<file path="config.mk">
export PLATFORM = sky130hd
export DESIGN_NAME = countdown_timer_slave
export DESIGN_NICKNAME = d
export VERILOG_FILES = /design/src/rtl/countdown_timer_slave_pkg.sv /design/src/rtl/countdown_timer_slave_bcd_down_counter.sv /design/src/rtl/countdown_timer_slave.sv
export SDC_FILE = /design/constraint.sdc
export NUM_CORES = 1
export LEC_CHECK = 0
export BUFFER_PORTS_ARGS = -buffer_cell sky130_fd_sc_hd__buf_4
export CORE_MARGIN = 3
export CORE_UTILIZATION = 35
export CTS_BUF_LIST = sky130_fd_sc_hd__clkbuf_8 sky130_fd_sc_hd__clkbuf_16
export DETAILED_ROUTE_END_ITERATION = 7
export MAX_ROUTING_LAYER = met4
export PLACE_DENSITY = 0.5
export SLEW_MARGIN = 20
export SYNTH_ARGS = -nofsm -noshare
export SYNTH_HDL_FRONTEND = slang
export SYNTH_SLANG_ARGS = --single-unit
</file>
<file path="constraint.sdc">
create_clock -name CLK -period 4.3 [get_ports CLK]
set_input_delay 0.215 -clock CLK [delete_from_list [all_inputs] [get_ports CLK]]
set_output_delay 0.215 -clock CLK [all_outputs]
set_load 0.02 [all_outputs]
</file>
<file path="src/rtl/countdown_timer_slave_pkg.sv">
// Shared bus codes for the master control bus and the countdown timer FSM encoding.
// Imported by the timer slave; the master and the other slaves use the same MC_* codes.
package countdown_timer_slave_pkg;

    localparam logic [1:0] MC_IDLE = 2'b00;
    localparam logic [1:0] MC_PLAY = 2'b01;
    localparam logic [1:0] MC_WIN  = 2'b10;
    localparam logic [1:0] MC_LOSE = 2'b11;

    localparam logic [3:0] SO_IDLE    = 4'h0;
    localparam logic [3:0] SO_RUN     = 4'h1;
    localparam logic [3:0] SO_FROZEN  = 4'h2;
    localparam logic [3:0] SO_EXPIRED = 4'hF;

    typedef enum logic [2:0] {
        TS_IDLE,
        TS_LOAD,
        TS_RUN,
        TS_FROZEN,
        TS_EXPIRED
    } timer_state_t;

    // LOAD is reported as RUN so the master never sees a transient code.
    function automatic logic [3:0] status_code(input timer_state_t s);
        case (s)
            TS_LOAD, TS_RUN: status_code = SO_RUN;
            TS_FROZEN:       status_code = SO_FROZEN;
            TS_EXPIRED:      status_code = SO_EXPIRED;
            default:         status_code = SO_IDLE;
        endcase
    endfunction

endpackage

</file>
<file path="src/rtl/countdown_timer_slave_bcd_down_counter.sv">
// Two-digit BCD down counter with synchronous load; saturates at 00 so it
// never underflows or holds a non-BCD digit.
module bcd_down_counter #(
    parameter logic [7:0] RESET_VALUE = 8'h00
) (
    input  logic       clk,
    input  logic       rst_n,
    input  logic       load,
    input  logic [7:0] load_value,
    input  logic       dec,
    output logic [7:0] digits,
    output logic       zero
);

    assign zero = (digits == 8'h00);

    always_ff @(posedge clk or negedge rst_n) begin
        if (!rst_n) begin
            digits <= RESET_VALUE;
        end else if (load) begin
            digits <= load_value;
        end else if (dec && !zero) begin
            if (digits[3:0] == 4'd0) begin
                digits <= {digits[7:4] - 4'd1, 4'd9};
            end else begin
                digits[3:0] <= digits[3:0] - 4'd1;
            end
        end
    end

endmodule

</file>
<file path="src/rtl/countdown_timer_slave.sv">
// Round timer slave: decodes MASTER_CONTROL, counts the round limit down in
// seconds while in PLAY and reports IDLE/RUN/FROZEN/EXPIRED to the master.
//
// state   | meaning
// IDLE    | digits hold the limit, waiting for PLAY
// LOAD    | one cycle: reload digits, clear prescaler
// RUN     | prescaler running, one decrement per CLK_FREQ cycles
// FROZEN  | game won/lost, digits and prescaler hold
// EXPIRED | reached 00, holds until master returns to IDLE
module countdown_timer_slave
    import countdown_timer_slave_pkg::*;
#(
    parameter int CLK_FREQ    = 100_000_000,
    parameter int LIMIT_TENS  = 6,
    parameter int LIMIT_UNITS = 0
) (
    input  logic       CLK,
    input  logic       RESET,
    input  logic [1:0] MASTER_CONTROL,
    output logic [3:0] STATE_OUT,
    output logic [7:0] SECONDS_BCD,
    output logic       TIMER_RUNNING,
    output logic       SEC_PULSE
);

    localparam int            PW       = $clog2(CLK_FREQ);
    localparam logic [PW-1:0] PRE_LAST = PW'(CLK_FREQ - 1);
    localparam logic [7:0]    LIMIT    = {4'(LIMIT_TENS), 4'(LIMIT_UNITS)};

    timer_state_t  state, state_next;
    logic [PW-1:0] prescaler;
    logic [7:0]    digits;
    logic          zero;
    logic          tick;
    logic          play;
    logic          dec;
    logic          load;

    assign play = (MASTER_CONTROL == MC_PLAY);
    assign tick = (state == TS_RUN) && (prescaler == PRE_LAST);
    // A control change on the tick cycle wins over the decrement.
    assign dec  = tick && play;
    assign load = (state_next == TS_IDLE) || (state == TS_LOAD);

    always_comb begin
        state_next = state;
        case (state)
            TS_IDLE:    if (play) state_next = TS_LOAD;
            TS_LOAD:    state_next = play ? TS_RUN : TS_IDLE;
            TS_RUN: begin
                if (MASTER_CONTROL == MC_IDLE) begin
                    state_next = TS_IDLE;
                end else if (!play) begin
                    state_next = TS_FROZEN;
                end else if (tick && (digits == 8'h01 || zero)) begin
                    state_next = TS_EXPIRED;
                end
            end
            TS_FROZEN,
            TS_EXPIRED: if (MASTER_CONTROL == MC_IDLE) state_next = TS_IDLE;
            default:    state_next = TS_IDLE;
        endcase
    end

    always_ff @(posedge CLK or negedge RESET) begin
        if (!RESET) begin
            state <= TS_IDLE;
        end else begin
            state <= state_next;
        end
    end

    always_ff @(posedge CLK or negedge RESET) begin
        if (!RESET) begin
            prescaler <= '0;
        end else if (load || state == TS_IDLE) begin
            prescaler <= '0;
        end else if (state == TS_RUN && play) begin
            prescaler <= tick ? '0 : prescaler + PW'(1);
        end
    end

    always_ff @(posedge CLK or negedge RESET) begin
        if (!RESET) begin
            STATE_OUT     <= SO_IDLE;
            TIMER_RUNNING <= 1'b0;
            SEC_PULSE     <= 1'b0;
        end else begin
            STATE_OUT     <= status_code(state_next);
            TIMER_RUNNING <= (state_next == TS_LOAD) || (state_next == TS_RUN);
            SEC_PULSE     <= dec;
        end
    end

    bcd_down_counter #(
        .RESET_VALUE(LIMIT)
    ) u_counter (
        .clk        (CLK),
        .rst_n      (RESET),
        .load       (load),
        .load_value (LIMIT),
        .dec        (dec),
        .digits     (digits),
        .zero       (zero)
    );

    assign SECONDS_BCD = digits;

endmodule

</file>
# Word-level counts from Yosys, hierarchy flattened
# Index checks and enable logic that the tools add are counted.
[totals]
reg_bits = 44
latchBits = 0
ram_bits = 0
mem_bits_ro = 0
inputBits = 4
word_cells = 57
mem_count = 0
[classes]
n_addsub = 3
multipliers = 0
div = 0
n_lt_le_gt_ge = 0
eq_ne = 11
shift = 0
muxes = 15
bitwise = 0
reduce_logical = 21
[op_table]
columns = ["operator", "n"]
rows = [
  ["2-to-1 mux 27 bit", 3],
  ["adder 27 x 1 -> 27 bit (second input constant)", 1],
  ["equality test 27 bit (second input constant)", 1],
  ["2-to-1 mux 8 bit", 2],
  ["2-to-1 mux 3 bit", 5],
  ["equality test 3 x 2 -> 1 bit (second input constant)", 4],
  ["one-hot mux 3 bit (4 select lines)", 1],
  ["one-hot mux 4 bit (3 select lines)", 1],
  ["equality test 8 x 1 -> 1 bit (second input constant)", 1],
  ["logical NOT 8 bit", 1],
  ["2-to-1 mux 4 bit", 2],
  ["subtractor 4 x 1 -> 4 bit (second input constant)", 2],
  ["equality test 3 x 1 -> 1 bit (second input constant)", 2],
  ["equality test 3 bit (second input constant)", 2],
  ["logical NOT 3 bit", 2],
  ["nonzero test 2 bit", 3],
  ["logical AND 1 bit", 5],
  ["logical NOT 4 bit", 1],
  ["logical OR 1 bit", 4],
  ["OR reduction 2 bit", 2],
  ["equality test 2 x 1 -> 1 bit (second input constant)", 1],
  ["logical NOT 2 bit", 1],
  ["2-to-1 mux 2 bit", 1],
  ["AND reduction 2 bit", 1],
  ["logical NOT 1 bit", 1],
]

# Logic depth before layout (Yosys ltp)
[logic_depth]
depth_word = 11
ltp_mapped = 9

# Modules after synthesis
# Synthesis repeated with hierarchy kept, for this count alone.
[hier_totals]
cells_unflattened = 271
area_unflattened_um2 = 2547.4
[modules_own_cells]
columns = ["mod", "n_inst", "cells_per_inst", "area_each_um2", "seq_area_each_um2"]
rows = [
  ["countdown_timer_slave", 1, 213, 2026.9, 875.8],
  ["bcd_down_counter", 1, 58, 520.5, 202.7],
]

# Worst setup path before layout
# OpenSTA, ideal clock, no wires.
[synth_timing]
path_type = "register -> register"
from = "register prescaler[9]"
to = "register prescaler[13]"
setup_ns = 0.119
arrival_ns = 2.576
required_ns = 4.181
path_slack_ns = 1.605
path_stages_with_launch = 8
n_path_buf = 1
path_cell_list = "dfrtp_1 -> or4b_1 -> or4_4 -> or3_4 -> o21a_4 -> o32ai_4 -> buf_6 -> nor2_1"
[synth_via]
elab_chain_cells = 11
word_cells_on_any_way = 15
classes_between = "add/sub: 1; eq/ne: 1; mux: 7; reduce/logical: 6"
[synth_lines]
columns = ["item", "line", "source"]
rows = [
  ["from (decl)", "countdown_timer_slave.sv:31", "logic [PW-1:0] prescaler;"],
  ["from (signal assigned)", "countdown_timer_slave.sv:79", "prescaler <= tick ? '0 : prescaler + PW'(1);"],
  ["equality test 27 bit *", "countdown_timer_slave.sv:40", "assign tick = (state == TS_RUN) && (prescaler == PRE_LAST);"],
  ["logical AND 1 bit *", "countdown_timer_slave.sv:40", ""],
  ["logical AND 1 bit *", "countdown_timer_slave.sv:55", "end else if (tick && (digits == 8'h01 || zero)) begin"],
  ["2-to-1 mux 3 bit *", "countdown_timer_slave.sv:55", ""],
  ["2-to-1 mux 3 bit *", "countdown_timer_slave.sv:53", "end else if (!play) begin"],
  ["2-to-1 mux 3 bit *", "countdown_timer_slave.sv:51", "if (MASTER_CONTROL == MC_IDLE) begin"],
  ["one-hot mux 3 bit (4 select lines) *", "countdown_timer_slave.sv:47", "case (state)"],
  ["net state_next[1]", "countdown_timer_slave.sv:30", "timer_state_t state, state_next;"],
  ["logical NOT 3 bit *", "countdown_timer_slave.sv:43", "assign load = (state_next == TS_IDLE) || (state == TS_LOAD);"],
  ["logical OR 1 bit *", "countdown_timer_slave.sv:43", ""],
  ["logical OR 1 bit *", "countdown_timer_slave.sv:76", "end else if (load || state == TS_IDLE) begin"],
  ["2-to-1 mux 27 bit or nonzero test 2 bit (tied branches)", "-", ""],
]
# Mark *: on every way through the listed nets, which the timed path passes. The rest lies on a longest branch. The select of a mux whose other input is x is not followed.
# A chain may end at the register's enable or synchronous reset.

# Final worst setup path
[layout_timing]
from = "register prescaler[9]"
to = "register prescaler[4]"
# Same word-level chain as after synthesis.

==> results by group <==
Power
  – Comb pwr share: 16.7%
  – Pwr Total: 0.000904 W
  – Cell Pwr Density: 339 nW/µm²
  – Worst VDD drop: 131 µV
  – Cell-internal power: 0.000647 W
  – Sw Ratio: 28.4%
  – Flop pwr share: 47.8%
  – Leak pwr: 1.12 nW
  – P_sw: 0.000257 W
  – Clock share of power: 35.5%

Die
  – Core Rows: 29
  – Ports: 18
  – Starting Density: 36.6%
  – Die width: 88.2 µm
  – DIE HEIGHT: 88.2 µm
  – Core area: 6460 µm²
  – Die ar.: 7770 µm²

Cells and area
  – Final nets: 272
  – Fill count: 636
  – # diodes: 0
  – Util after Layout: 41.3%
  – Area growth, synth to finish: 13.0%
  – Share of post-route cells with drive strength above 1: 17.9%
  – Non-filler cells, final: 340

Synthesis
  – Syn Area/Cell: 9.73 µm²
  – Mapped Area: 2360 µm²
  – Synth Warn #: 0
  – Post-synth top cells: 42 x nor2_1, 41 x dfrtp_1, 21 x nand2_1
  – Top-count cell post-synth: nor2_1
  – Post-synthesis sequential area ratio: 45.6%
  – Prevailing post-synth register cell: dfrtp_1
  – Post-synth EDFFs: 0
  – Mapped Cells: 243
  – Area leader, netlist: dfrtp_1
  – Share of Yosys cell area claimed by the top area cell type: 43.4%
  – Asr flop ratio synth: 100%
  – Yosys cell types: 50
  – Number of synthesized register bits: 43
  – Synth area leaders: dfrtp_1 43%, nor2_1 6.7%, xnor2_1 4.8%
  – Post-Syn Nets: 253

Global route
  – First-pass GRT wire length: 8290 µm
  – Tot GR Track Use: 14.0%
  – GRT overflow: 0
  – Largest net degree at the start of global routing: 44
  – Initial antenna violation count: 0
  – Number of global-route vias before repair: 1697

Routing
  – Antenna Nets Post-Route: 0
  – Number of vias per cell: 5.14
  – Vias: 1747
  – Drt drc: 0
  – DRT Pass-1 Iters: 4
  – 1st-iter DRT viols: 54
  – Post-Route WL: 4730 µm
  – Wire length per cell: 13.9 µm

Clock tree
  – CTS Sinks: 43
  – Clk_lat worst skew: 0.30 ns
  – CTS tree: built
  – Worst-path clk slew: 0.09 ns
  – Num CTS Buffers: 5
  – H-tree depth: 2
  – Bufs on Longest Clock Path: 2
  – Setup Buffers After CTS: 0
  – CTS Root Cell: clkbuf_8

STA
  – FMAX: 318 MHz
  – RSZ-0062 raised after global routing: no
  – Final Cycle Share: 73.2%
  – Measured slew at the worst slew-check pin: 0.868 ns
  – Worst Clk Skew: 0.0129 ns
  – Sum Neg Setup Slack: 0 ns
  – Max Slew Vio Count: 0
  – Final Hold Viols: 0
  – Minimum clock period: 3.15 ns
  – Slew headroom: 42.2%
  – Min Hold Slack: 0.398 ns
  – Final Setup Violations: 0

Worst setup path
  – Setup crit end: prescaler[4]
  – Worst EP arrival: 3.29 ns
  – CP Class: reg -> reg
  – Reg-to-reg endpoint: prescaler[4]
  – R2R depth: 6
  – RR Startpoint: prescaler[9]
  – Worst Setup SP: prescaler[9]
  – R2r setup slk: 1.15 ns
  – Crit start category: register
  – CP max FO: 22
  – Crit end category: register
  – Worst endpoint required time: 4.44 ns

Run
  – Max_cap viols: 0

Place
  – Post-placement cell count: 331
  – Final GP Congestion: 0.770
  – DP HPWL: 3370 µm
  – I/O Buffers: 17

Hold path
  – Worst min path class: in -> reg

Run status
  – Status: finished, final reports clean
==> flip-flops by register name (all words and copies together) (netlist names) <==
signal and count:
SEC_PULSE 1, prescaler 27, state 3, u_counter.digits 8, STATE_OUT 3, TIMER_RUNNING 1
==> cell type report <==
type	instances	area, µm²	area share [%]
Clock inverter	3	43.8	1.64
Sequential cell	43	1080	40.4
Timing Repair Buffer	19	145	5.44
Tap cell	77	96.3	3.61
Clock buffer	5	68.8	2.58
Multi-Input combinational cell	186	1210	45.4
Inverter	7	26.3	0.984
==> logic make-up (layout without fill, tap and decap cells) <==
| logic type | after synthesis | in the layout | share of synthesized area (%) |
|---|---|---|---|
| xor gates and xnor gates | 26 | 26 | 9.63 |
| muxes | 1 | 1 | 0.424 |
| buffers and inverters | 14 | 34 | 3.12 |
| DFF | 43 | 43 | 45.6 |
| adders and majority gates | 6 | 6 | 3.18 |
| and+or+nand+nor | 130 | 130 | 29.2 |
| AOI/OAI and AO/OA | 23 | 23 | 8.84 |
==> power by group through the flow <==
stage | clock network (W) | logic [W] | registers [W]
floorplan | 0 | 0.000106 | 0.000445
CTS | 0.000330 | 0.000155 | 0.000432
global route | 0.000350 | 0.000166 | 0.000435
detailed placement | 0 | 0.000155 | 0.000440
global placement | 0 | 0.000156 | 0.000440
finish | 0.000321 | 0.000151 | 0.000432
==> layer usage <==
| metal | track usage [%] | vias up | routed length (µm) |
|---|---|---|---|
| li1 | - | 889 | - |
| met1 | 18.2 | 832 | 2360 |
| met2 | 22.0 | 21 | 2180 |
| met3 | 3.10 | 5 | 137 |
| met4 | 3.71 | 0 | 53 |
| met5 | - | - | 0 |
==> worst max-delay path: stages (launching register included) <==
cell	delay, ns
dfrtp_1	0.42
or4b_1	0.52
or4_4	0.54
or3_4	0.40
o21a_4	0.24
o32ai_4	0.76
nor2_1	0.12
==> cell usage in the layout, fill, tap and decap left out, drive strengths merged, types with 2 or more instances in the layout <==
cell type / count
or4: 2
nor2: 43
a311oi: 2
xor2: 13
nand3: 14
nor3b: 2
nor3: 9
nand4: 9
and4: 3
dfrtp: 41
dfstp: 2
ha: 6
and2: 2
inv: 7
xnor2: 13
and3: 6
a21oi: 9
nand2: 21
clkbuf: 5
or4b: 2
nor4: 5
clkinv: 2
nor2b: 2
buf: 18
or3: 4
o32ai: 2
o2111ai: 2
or2: 4
==> repair_timing <==
action	CTS	global route
hold buffers	1	0
hold endpoints to repair	41	0
gates resized for setup	0	0
==> through the flow <==
step                      area, µm²  setup slack (ns)
after floorplan                2360              1.60
after global placement         2550              1.11
after detailed placement       2550              1.11
after CTS                      2670              1.10
after global routing           2670             0.936
final                          2670              1.15
==> how the worst min path moves through the flow <==
stage                       from      endpoint  slack (ns)  cells after the start
6_report       MASTER_CONTROL[1]  STATE_OUT[2]        0.40                      4
5_1_grt        MASTER_CONTROL[1]      state[1]        0.43                      4
4_1_cts        MASTER_CONTROL[1]  STATE_OUT[2]        0.39                      4
3_5_place_dp               RESET  STATE_OUT[2]        0.25                      1
3_3_place_gp               RESET  STATE_OUT[2]        0.25                      1
2_1_floorplan              RESET     SEC_PULSE       -0.08                      0
Note: power is estimated with default switching activity, not from simulation.
